$ cat src/rtl/seg_scan_ctrl_pkg.sv
`default_nettype none
// ============================================================================
// Module  : seg_pkg
// Brief   : Shared types, constants and hex-to-segment table for the scanner.
// Revision: 1.0
// ============================================================================
package seg_pkg;

    localparam logic [7:0] SEG_OFF = 8'hFF;

    typedef enum logic [1:0] {
        ST_IDLE  = 2'd0,
        ST_SHOW  = 2'd1,
        ST_BLANK = 2'd2
    } state_t;

    // Active-low g..a patterns for hex digits 0..F.
    function automatic logic [6:0] seg7_lut(input logic [3:0] hex);
        logic [6:0] seg;
        case (hex)
            4'h0: seg = 7'h40;
            4'h1: seg = 7'h79;
            4'h2: seg = 7'h24;
            4'h3: seg = 7'h30;
            4'h4: seg = 7'h19;
            4'h5: seg = 7'h12;
            4'h6: seg = 7'h02;
            4'h7: seg = 7'h78;
            4'h8: seg = 7'h00;
            4'h9: seg = 7'h10;
            4'hA: seg = 7'h08;
            4'hB: seg = 7'h03;
            4'hC: seg = 7'h46;
            4'hD: seg = 7'h21;
            4'hE: seg = 7'h06;
            default: seg = 7'h0E;
        endcase
        return seg;
    endfunction

endpackage
`default_nettype wire

$ cat src/rtl/seg_scan_ctrl_hex_to_seg.sv
`default_nettype none
// ============================================================================
// Module  : hex_to_seg
// Brief   : Combinational 4-bit hex to active-low 7-segment (g..a) decoder.
// Revision: 1.0
// ============================================================================
module hex_to_seg
    import seg_pkg::*;
(
    input  logic [3:0] hex,
    output logic [6:0] seg
);

    always_comb begin
        seg = seg7_lut(hex);
    end

endmodule
`default_nettype wire

$ cat src/rtl/seg_scan_ctrl.sv
`default_nettype none
// ============================================================================
// Module  : seg_scan_ctrl
// Brief   : 4-digit seven-segment scan scheduler with inter-digit blanking and
//           frame-synchronous double-buffered display data.
// Revision: 1.0
// ============================================================================
module seg_scan_ctrl
    import seg_pkg::*;
#(
    parameter int SCAN_DIV  = 50000,
    parameter int BLANK_CYC = 500
) (
    input  logic        clk,
    input  logic        rst_n,
    input  logic        en,
    input  logic        load,
    input  logic [15:0] digit_data,
    input  logic [3:0]  dp_mask,
    input  logic [3:0]  blank_mask,
    output logic        load_ack,
    output logic        frame_done,
    output logic [3:0]  dig,
    output logic [7:0]  smg
);

    localparam int               CNT_W     = (SCAN_DIV > 2) ? $clog2(SCAN_DIV) : 1;
    localparam logic [CNT_W-1:0] SHOW_LAST = CNT_W'(SCAN_DIV - BLANK_CYC - 1);
    localparam logic [CNT_W-1:0] SLOT_LAST = CNT_W'(SCAN_DIV - 1);

    state_t             state_q, state_d;
    logic [1:0]         idx_q, idx_d;
    logic [CNT_W-1:0]   cnt_q, cnt_d;
    logic [15:0]        stg_data_q, stg_data_d, act_data_q, act_data_d;
    logic [3:0]         stg_dp_q, stg_dp_d, act_dp_q, act_dp_d;
    logic [3:0]         stg_blank_q, stg_blank_d, act_blank_q, act_blank_d;
    logic               pending_q, pending_d;
    logic               load_ack_q, load_ack_d;
    logic               frame_done_q, frame_done_d;
    logic [3:0]         dig_q, dig_d;
    logic [7:0]         smg_q, smg_d;
    logic               slot_end;
    logic               frame_bnd;
    logic [3:0]         cur_nibble;
    logic [6:0]         cur_seg;

    assign cur_nibble = act_data_q[{idx_q, 2'b00} +: 4];

    hex_to_seg u_hex_to_seg (
        .hex (cur_nibble),
        .seg (cur_seg)
    );

    // Slot sequencing; en low overrides everything and parks the scanner.
    always_comb begin
        state_d  = state_q;
        idx_d    = idx_q;
        cnt_d    = cnt_q;
        slot_end = 1'b0;
        case (state_q)
            ST_IDLE: begin
                if (en) begin
                    state_d = ST_SHOW;
                    idx_d   = 2'd0;
                    cnt_d   = '0;
                end
            end
            ST_SHOW: begin
                cnt_d = cnt_q + 1'b1;
                if (cnt_q == SHOW_LAST) begin
                    if (BLANK_CYC == 0) begin
                        slot_end = 1'b1;
                    end else begin
                        state_d = ST_BLANK;
                    end
                end
            end
            ST_BLANK: begin
                cnt_d = cnt_q + 1'b1;
                if (cnt_q == SLOT_LAST) begin
                    slot_end = 1'b1;
                end
            end
            default: begin
                state_d = ST_IDLE;
            end
        endcase
        if (slot_end) begin
            state_d = ST_SHOW;
            cnt_d   = '0;
            idx_d   = idx_q + 1'b1;
        end
        if (!en) begin
            state_d  = ST_IDLE;
            idx_d    = 2'd0;
            cnt_d    = '0;
            slot_end = 1'b0;
        end
    end

    assign frame_bnd = slot_end && (idx_q == 2'd3);

    // Staging/active double buffer; a load coinciding with the boundary bypasses staging.
    always_comb begin
        stg_data_d   = stg_data_q;
        stg_dp_d     = stg_dp_q;
        stg_blank_d  = stg_blank_q;
        act_data_d   = act_data_q;
        act_dp_d     = act_dp_q;
        act_blank_d  = act_blank_q;
        pending_d    = pending_q;
        load_ack_d   = 1'b0;
        frame_done_d = 1'b0;
        if (load) begin
            stg_data_d  = digit_data;
            stg_dp_d    = dp_mask;
            stg_blank_d = blank_mask;
        end
        if (frame_bnd) begin
            frame_done_d = 1'b1;
            if (load) begin
                act_data_d  = digit_data;
                act_dp_d    = dp_mask;
                act_blank_d = blank_mask;
                pending_d   = 1'b0;
                load_ack_d  = 1'b1;
            end else if (pending_q) begin
                act_data_d  = stg_data_q;
                act_dp_d    = stg_dp_q;
                act_blank_d = stg_blank_q;
                pending_d   = 1'b0;
                load_ack_d  = 1'b1;
            end
        end else if (load) begin
            pending_d = 1'b1;
        end
    end

    always_comb begin
        dig_d = 4'hF;
        smg_d = SEG_OFF;
        if (en && (state_q == ST_SHOW) && !act_blank_q[idx_q]) begin
            dig_d = ~(4'b0001 << idx_q);
            smg_d = {~act_dp_q[idx_q], cur_seg};
        end
    end

    always_ff @(posedge clk or negedge rst_n) begin
        if (!rst_n) begin
            state_q      <= ST_IDLE;
            idx_q        <= 2'd0;
            cnt_q        <= '0;
            stg_data_q   <= '0;
            stg_dp_q     <= '0;
            stg_blank_q  <= '0;
            act_data_q   <= '0;
            act_dp_q     <= '0;
            act_blank_q  <= '0;
            pending_q    <= 1'b0;
            load_ack_q   <= 1'b0;
            frame_done_q <= 1'b0;
            dig_q        <= 4'hF;
            smg_q        <= SEG_OFF;
        end else begin
            state_q      <= state_d;
            idx_q        <= idx_d;
            cnt_q        <= cnt_d;
            stg_data_q   <= stg_data_d;
            stg_dp_q     <= stg_dp_d;
            stg_blank_q  <= stg_blank_d;
            act_data_q   <= act_data_d;
            act_dp_q     <= act_dp_d;
            act_blank_q  <= act_blank_d;
            pending_q    <= pending_d;
            load_ack_q   <= load_ack_d;
            frame_done_q <= frame_done_d;
            dig_q        <= dig_d;
            smg_q        <= smg_d;
        end
    end

    assign load_ack   = load_ack_q;
    assign frame_done = frame_done_q;
    assign dig        = dig_q;
    assign smg        = smg_q;

endmodule
`default_nettype wire

$ cat config.mk
export PLATFORM = sky130hd
export DESIGN_NAME = seg_scan_ctrl
export DESIGN_NICKNAME = d
export VERILOG_FILES = /design/src/rtl/seg_scan_ctrl_pkg.sv /design/src/rtl/seg_scan_ctrl_hex_to_seg.sv /design/src/rtl/seg_scan_ctrl.sv
export SDC_FILE = /design/constraint.sdc
export NUM_CORES = 1
export LEC_CHECK = 0
export BUFFER_PORTS_ARGS = -buffer_cell sky130_fd_sc_hd__buf_2
export CAP_MARGIN = 20
export CORE_ASPECT_RATIO = 0.75
export CORE_MARGIN = 8
export CORE_UTILIZATION = 25
export DETAILED_ROUTE_END_ITERATION = 10
export SLEW_MARGIN = 20
export SYNTH_ARGS = -nofsm -noshare
export SYNTH_HDL_FRONTEND = slang
export SYNTH_HIERARCHICAL = 1
export SYNTH_SLANG_ARGS = --single-unit
$ cat constraint.sdc
create_clock -name clk -period 3.4 [get_ports clk]
set_input_delay 1.02 -clock clk [delete_from_list [all_inputs] [get_ports clk]]
set_output_delay 1.02 -clock clk [all_outputs]
set_load 0.01 [all_outputs]
Word level (Yosys, flattened, before mapping)

Memory sizes are Yosys's and may differ from the RTL's.
Index checks and enable logic that the tools add are counted.
W data, S select, Z words.

Register bits after elaboration: 83
Bits in read-only memories: 112
Bits of input ports: 28
Output and inout bits: 14
Memories kept: 1

Memories:

| memory          | words | bits a word | read ports | clocked after memory_dff | wr ports | RTL line                | RTL |
|---|---|---|---|---|---|---|---|
| (no name shown) | 16    | 7           | 1          | 0                        | 0        | seg_scan_ctrl_pkg.sv:20 | `case (hex)` |

Add/sub/neg operators: 2
Order comparisons: 1
Eq/ne operators: 9
Shift-type cells: 2
Muxes and demuxes: 31
Bitwise operators: 2
Reduce and logical (&&, ||, !) cells: 10

Operators with widths:

| cell                    | count |
|---|---|
| $mux W16                | 4 |
| $eq A16 B16 Y1 const B  | 2 |
| $pmux W16 S2            | 1 |
| $mux W4                 | 5 |
| $add A16 B1 Y16 const B | 1 |
| $shiftx A16 B5 Y4       | 1 |
| $mux W2                 | 6 |
| $mux W1                 | 11 |
| $mux W8                 | 1 |
| $pmux W2 S3             | 1 |
| $bmux W1 S2             | 2 |
| $eq A2 B2 Y1 const B    | 2 |
| $ne A4 B2 Y1 const B    | 1 |
| $ne A4 B3 Y1 const B    | 1 |
| $not A4 Y4              | 1 |
| $reduce_and A2 Y1       | 2 |
| $reduce_bool A2 Y1      | 2 |
| $shl A1 B2 Y4 const A   | 1 |
| $logic_and A1 B1 Y1     | 3 |
| $lt A2 B3 Y1 const B    | 1 |
| $ne A3 B1 Y1 const B    | 1 |
| $ne A3 B3 Y1 const B    | 1 |
| $add A2 B1 Y2 const B   | 1 |
| $eq A2 B1 Y1 const B    | 1 |
| other kinds (4)         | 4 |

Depth between registers and ports, before layout

Word-level depth: 6
Mapped depth: 9
Depth with buffers taken out: 7

Hierarchy

Netlist, hierarchy kept.

Modules (own cells, without submodules):

| module        | instances | cells each | area an instance (um2) | sequential area each (um2) |
|---|---|---|---|---|
| seg_scan_ctrl | 1         | 287        | 3814.9                 | 2092.0 |
| hex_to_seg    | 1         | 32         | 275.3                  | 0.0 |

Worst setup path before layout

No wires, ideal clock.

Path kind: flip-flop to flip-flop
Start point: register cnt_q[5]
End point: register act_data_q[10]
Library setup time: 125 ps
Data arrival time: 2467 ps
Setup slack: 808 ps
Stages on the path, launching flop included: 7
Buffers on the path: 2
Cells stage by stage: dfrtp_1 or4b_4 or4_4 buf_6 nor3_4 buf_12 mux2_4

Longest elaborated chain between the ends: 6

Ends and longest elaborated chain:

| what                        | RTL line             | RTL |
|---|---|---|
| start: declaration          | seg_scan_ctrl.sv:33  | `logic [CNT_W-1:0] cnt_q, cnt_d;` |
| start signal: assignment    | seg_scan_ctrl.sv:167 | `cnt_q <= cnt_d;` |
| $eq A16 B16 Y1              | seg_scan_ctrl.sv:80  | `if (cnt_q == SLOT_LAST) begin` |
| $mux W1                     | seg_scan_ctrl.sv:80  |  |
| $mux W1                     | seg_scan_ctrl.sv:60  | `case (state_q)` |
| $mux W1                     | seg_scan_ctrl.sv:93  | `if (!en) begin` |
| $logic_and A1 B1 Y1         | seg_scan_ctrl.sv:101 | `assign frame_bnd = slot_end && (idx_q == 2'd3);` |
| $reduce_and A2 Y1 (no line) | -                    |  |
| end signal: assignment      | seg_scan_ctrl.sv:171 | `act_data_q <= act_data_d;` |
| end: declaration            | seg_scan_ctrl.sv:34  | `logic [15:0] stg_data_q, stg_data_d, act_data_q, act_data_d;` |

No other way between the ends.
A chain may end at the register's enable or synchronous reset.

Final worst setup path

Start point: register cnt_q[13]
End point: register act_data_q[4]

Same word-level chain as after synthesis.

==> run summary <==
Die W: 164 um
Dpl ws: 0.739 ns
Buf+Inv Stages, Crit Path: 1
DP Wirelength: 6.12 mm
Ys Warns: 6
Site Rows: 40
Crit-path slowest cell: or4_4
Critical Path Max Stage Delay: 0.59 ns
Number of flops mapped to enable cells by yosys: 0
Initial antenna violation count: 2
Post-synthesis register bit count: 83
Top_reg_cell synth: dfrtp_1
Router iterations before antenna repair: 4
Initial Util: 25.5%
Crit path kind: reg -> reg
CTS tree: done
Critical path endpoint: act_data_q[4]
# port buffers: 41
Syn nets: 362
Setup crit start kind: register
Multi-input gate area: 0.00183 mm2
Number of H-tree levels: 3
Flop2flop setup slack: 0.71 ns
Max-Cap Viols: 0
Reg clk slew, reported paths: 0.06 ns
Largest net degree at the start of global routing: 84
Crit path cell chain: or4bb_1 > or4_4 > nor3_4 > buf_4 > mux2_2
Antenna Cells: 0
Mapped Cells: 319
TritonCTS Buffers: 9
Power per cell area: 476 mW/mm2
Vias per std cell: 4.69
Vias in the first global route: 2665
Drt wl/cell: 14.8 um
Area Growth Syn to Fin: 17.8%
Reg2Reg Depth: 5
CTS Root Cell: clkbuf_16
Total GRT Usage: 8.54%
Post-cts repair resize count: 0
NumNets Final: 399
R2r endpoint: act_data_q[4]
Crit-path max FO: 25
Iteration-0 DRC Markers: 212
Critical Path Stages: 5
Clock skew: 0.00919 ns
Area of the mapped netlist: 0.00409 mm2
Status: completed
Achievable Freq: 0.372 GHz
GPL Wtd Cong: 0.806
Area of the core: 0.0160 mm2
Slew headroom: 51.6%
Critical path capture point type: register
Share of cells above drive strength 1: 36.3%
Mapped Avg Cell Area: 12.8 um2
Clk sinks: 83
Top cell family by delay on the critical path: simple AND/OR/NAND/NOR gates
Final setup margin: 0.712 ns
Unrepaired setup endpoints after global routing: false
FF/Latch Area: 0.00209 mm2
Vias: 2680
Final hold vios: 0
Final design area excluding fillers: 0.00482 mm2
First-pass GRT wire length: 14.2 mm
Die height: 127 um
Sequential area share after synthesis: 51.1%
CP Launch Point: cnt_q[13]
Crit share post-route: 79.1%
Final Hold Slack: 0.496 ns
CTS Buffer Depth: 2
Arrival time of the worst setup path: 2.90 ns
Leak pwr: 2.03 nW
Worst reg2reg path startpoint: cnt_q[13]
Antenna-violating nets left: 0
Post-Route Setup TNS: 0 ns
Placed Instance Area: 0.00447 mm2
CTS Hold Buffers Added: 0
Min Tclk post-route: 2.69 ns
Measured slew at the worst slew-check pin: 0.726 ns
Clock Latency Late Sink: 0.34 ns
Post-CTS Setup Bufs: 0
IO Count: 42
VDD IR max: 0.205 mV
Fin. max-slew vios: 0
Remaining DRCs: 0
Total power: 2.29 mW
Worst hold path type: reg -> reg
Final count of negative-setup-slack endpoints: 0
Total wire length: 8.44 mm
DIE AREA: 0.0208 mm2
Post-synth cell types: 46
GRT Residual Overflow: 0
Worst Hold Depth: 1
Async SR Flop Fraction: 100%
Fillers: 1601
Worst EP required: 3.61 ns
-- Yosys cell counts, types with 4 or more instances --
library cell,count,share of area (%)
dfstp_2,12,7.7
a31oi_1,14,2.1
mux2i_1,6,1.5
inv_1,12,1.1
clkbuf_1,12,1.1
nand3_1,12,1.5
ha_1,15,4.6
a22o_1,5,1.1
mux2_4,19,7.0
nor2_1,17,1.6
nor4_1,4,0.61
mux4_2,6,3.3
o211ai_1,4,0.73
dfrtp_1,71,43
nor3_1,4,0.49
o21ai_0,4,0.49
nand4b_1,5,1.1
or3_1,7,1.1
nand4_1,5,0.76
nand2_1,15,1.4
mux2_2,30,8.3
-- area by class of cell --
type                            instances  share of cell area [%]
Clock buffer                           11                    5.04
Clock inverter                          5                    2.08
Tap cell                              210                    5.45
Multi-Input combinational cell        205                    38.1
Sequential cell                        83                    43.4
Timing Repair Buffer                   45                    5.01
Inverter                               12                   0.935
-- sequential cells by signal (all words and copies together), names as in the netlist --
signal / count
dig: 4
load_ack: 1
idx_q: 2
pending_q: 1
smg: 8
stg_data_q: 16
cnt_q: 16
act_data_q: 16
act_blank_q: 4
state_q: 2
stg_dp_q: 4
act_dp_q: 4
frame_done: 1
stg_blank_q: 4
-- cell usage in the layout (no fill, tap or decap), types with 2 or more instances in the layout --
master,count
and2_1,3
inv_1,12
dfstp_2,12
and4_1,3
nor4_1,4
dfrtp_1,71
mux2_4,19
buf_4,4
nor2_1,17
a22o_1,5
mux2_2,30
buf_2,40
clkbuf_16,9
ha_1,15
nand3b_1,2
nand3_1,12
mux4_2,6
a21oi_1,2
bufinv_16,3
a31oi_1,14
nand4b_1,5
nand2_1,15
nand4_1,5
o211ai_1,4
a221o_1,2
or4bb_1,2
mux2i_1,6
nor3_1,4
clkinv_2,2
and3_1,2
or3_1,7
o21ai_0,4
or4_1,2
xnor2_1,3
-- metrics by stage --
stage | util (%) | instances
3_3_place_gp | 27.9 | 555
5_1_grt | 30.1 | 571
2_1_floorplan | - | 319
6_report | 30.1 | 571
3_5_place_dp | 27.9 | 555
4_1_cts | 30.1 | 571
-- per-layer routing --
layer	wire length, um	global-route usage [%]	up-vias
met5	22	0	-
met4	85	2.40	4
met3	713	4.27	10
met2	3330	11.1	77
met1	4290	12.0	1332
li1	-	-	1257
-- worst reg2reg max path: stages (launching register included) --
cell and delay [ns]:
dfrtp_1 0.42, or4bb_1 0.57, or4_4 0.59, nor3_4 0.18, buf_4 0.40, mux2_2 0.41
-- logic make-up after synthesis --
group           count (synthesis)  share of synthesized area, %
simple gates                   88                          12.5
mux                            62                          20.6
buf+inv                        31                          4.04
flops                          83                          51.1
fa+ha+maj                      15                          4.59
compound gates                 37                          6.39
xor+xnor                        3                         0.643
-- power by group --
part	switching (mW)	internal, mW
Combinational	0.0865	0.0599
Clock	0.366	0.735
Sequential	0.0137	1.03
Total	0.466	1.83
-- worst min path at each step --
stage	startpoint	endpoint
detailed placement	stg_data_q[4]	stg_data_q[4]
global placement	stg_data_q[4]	stg_data_q[4]
finish	stg_data_q[4]	stg_data_q[4]
global route	stg_data_q[4]	stg_data_q[4]
CTS	stg_data_q[4]	stg_data_q[4]
floorplan	stg_data_q[0]	stg_data_q[0]
Note: power is estimated with default switching activity, not from simulation.
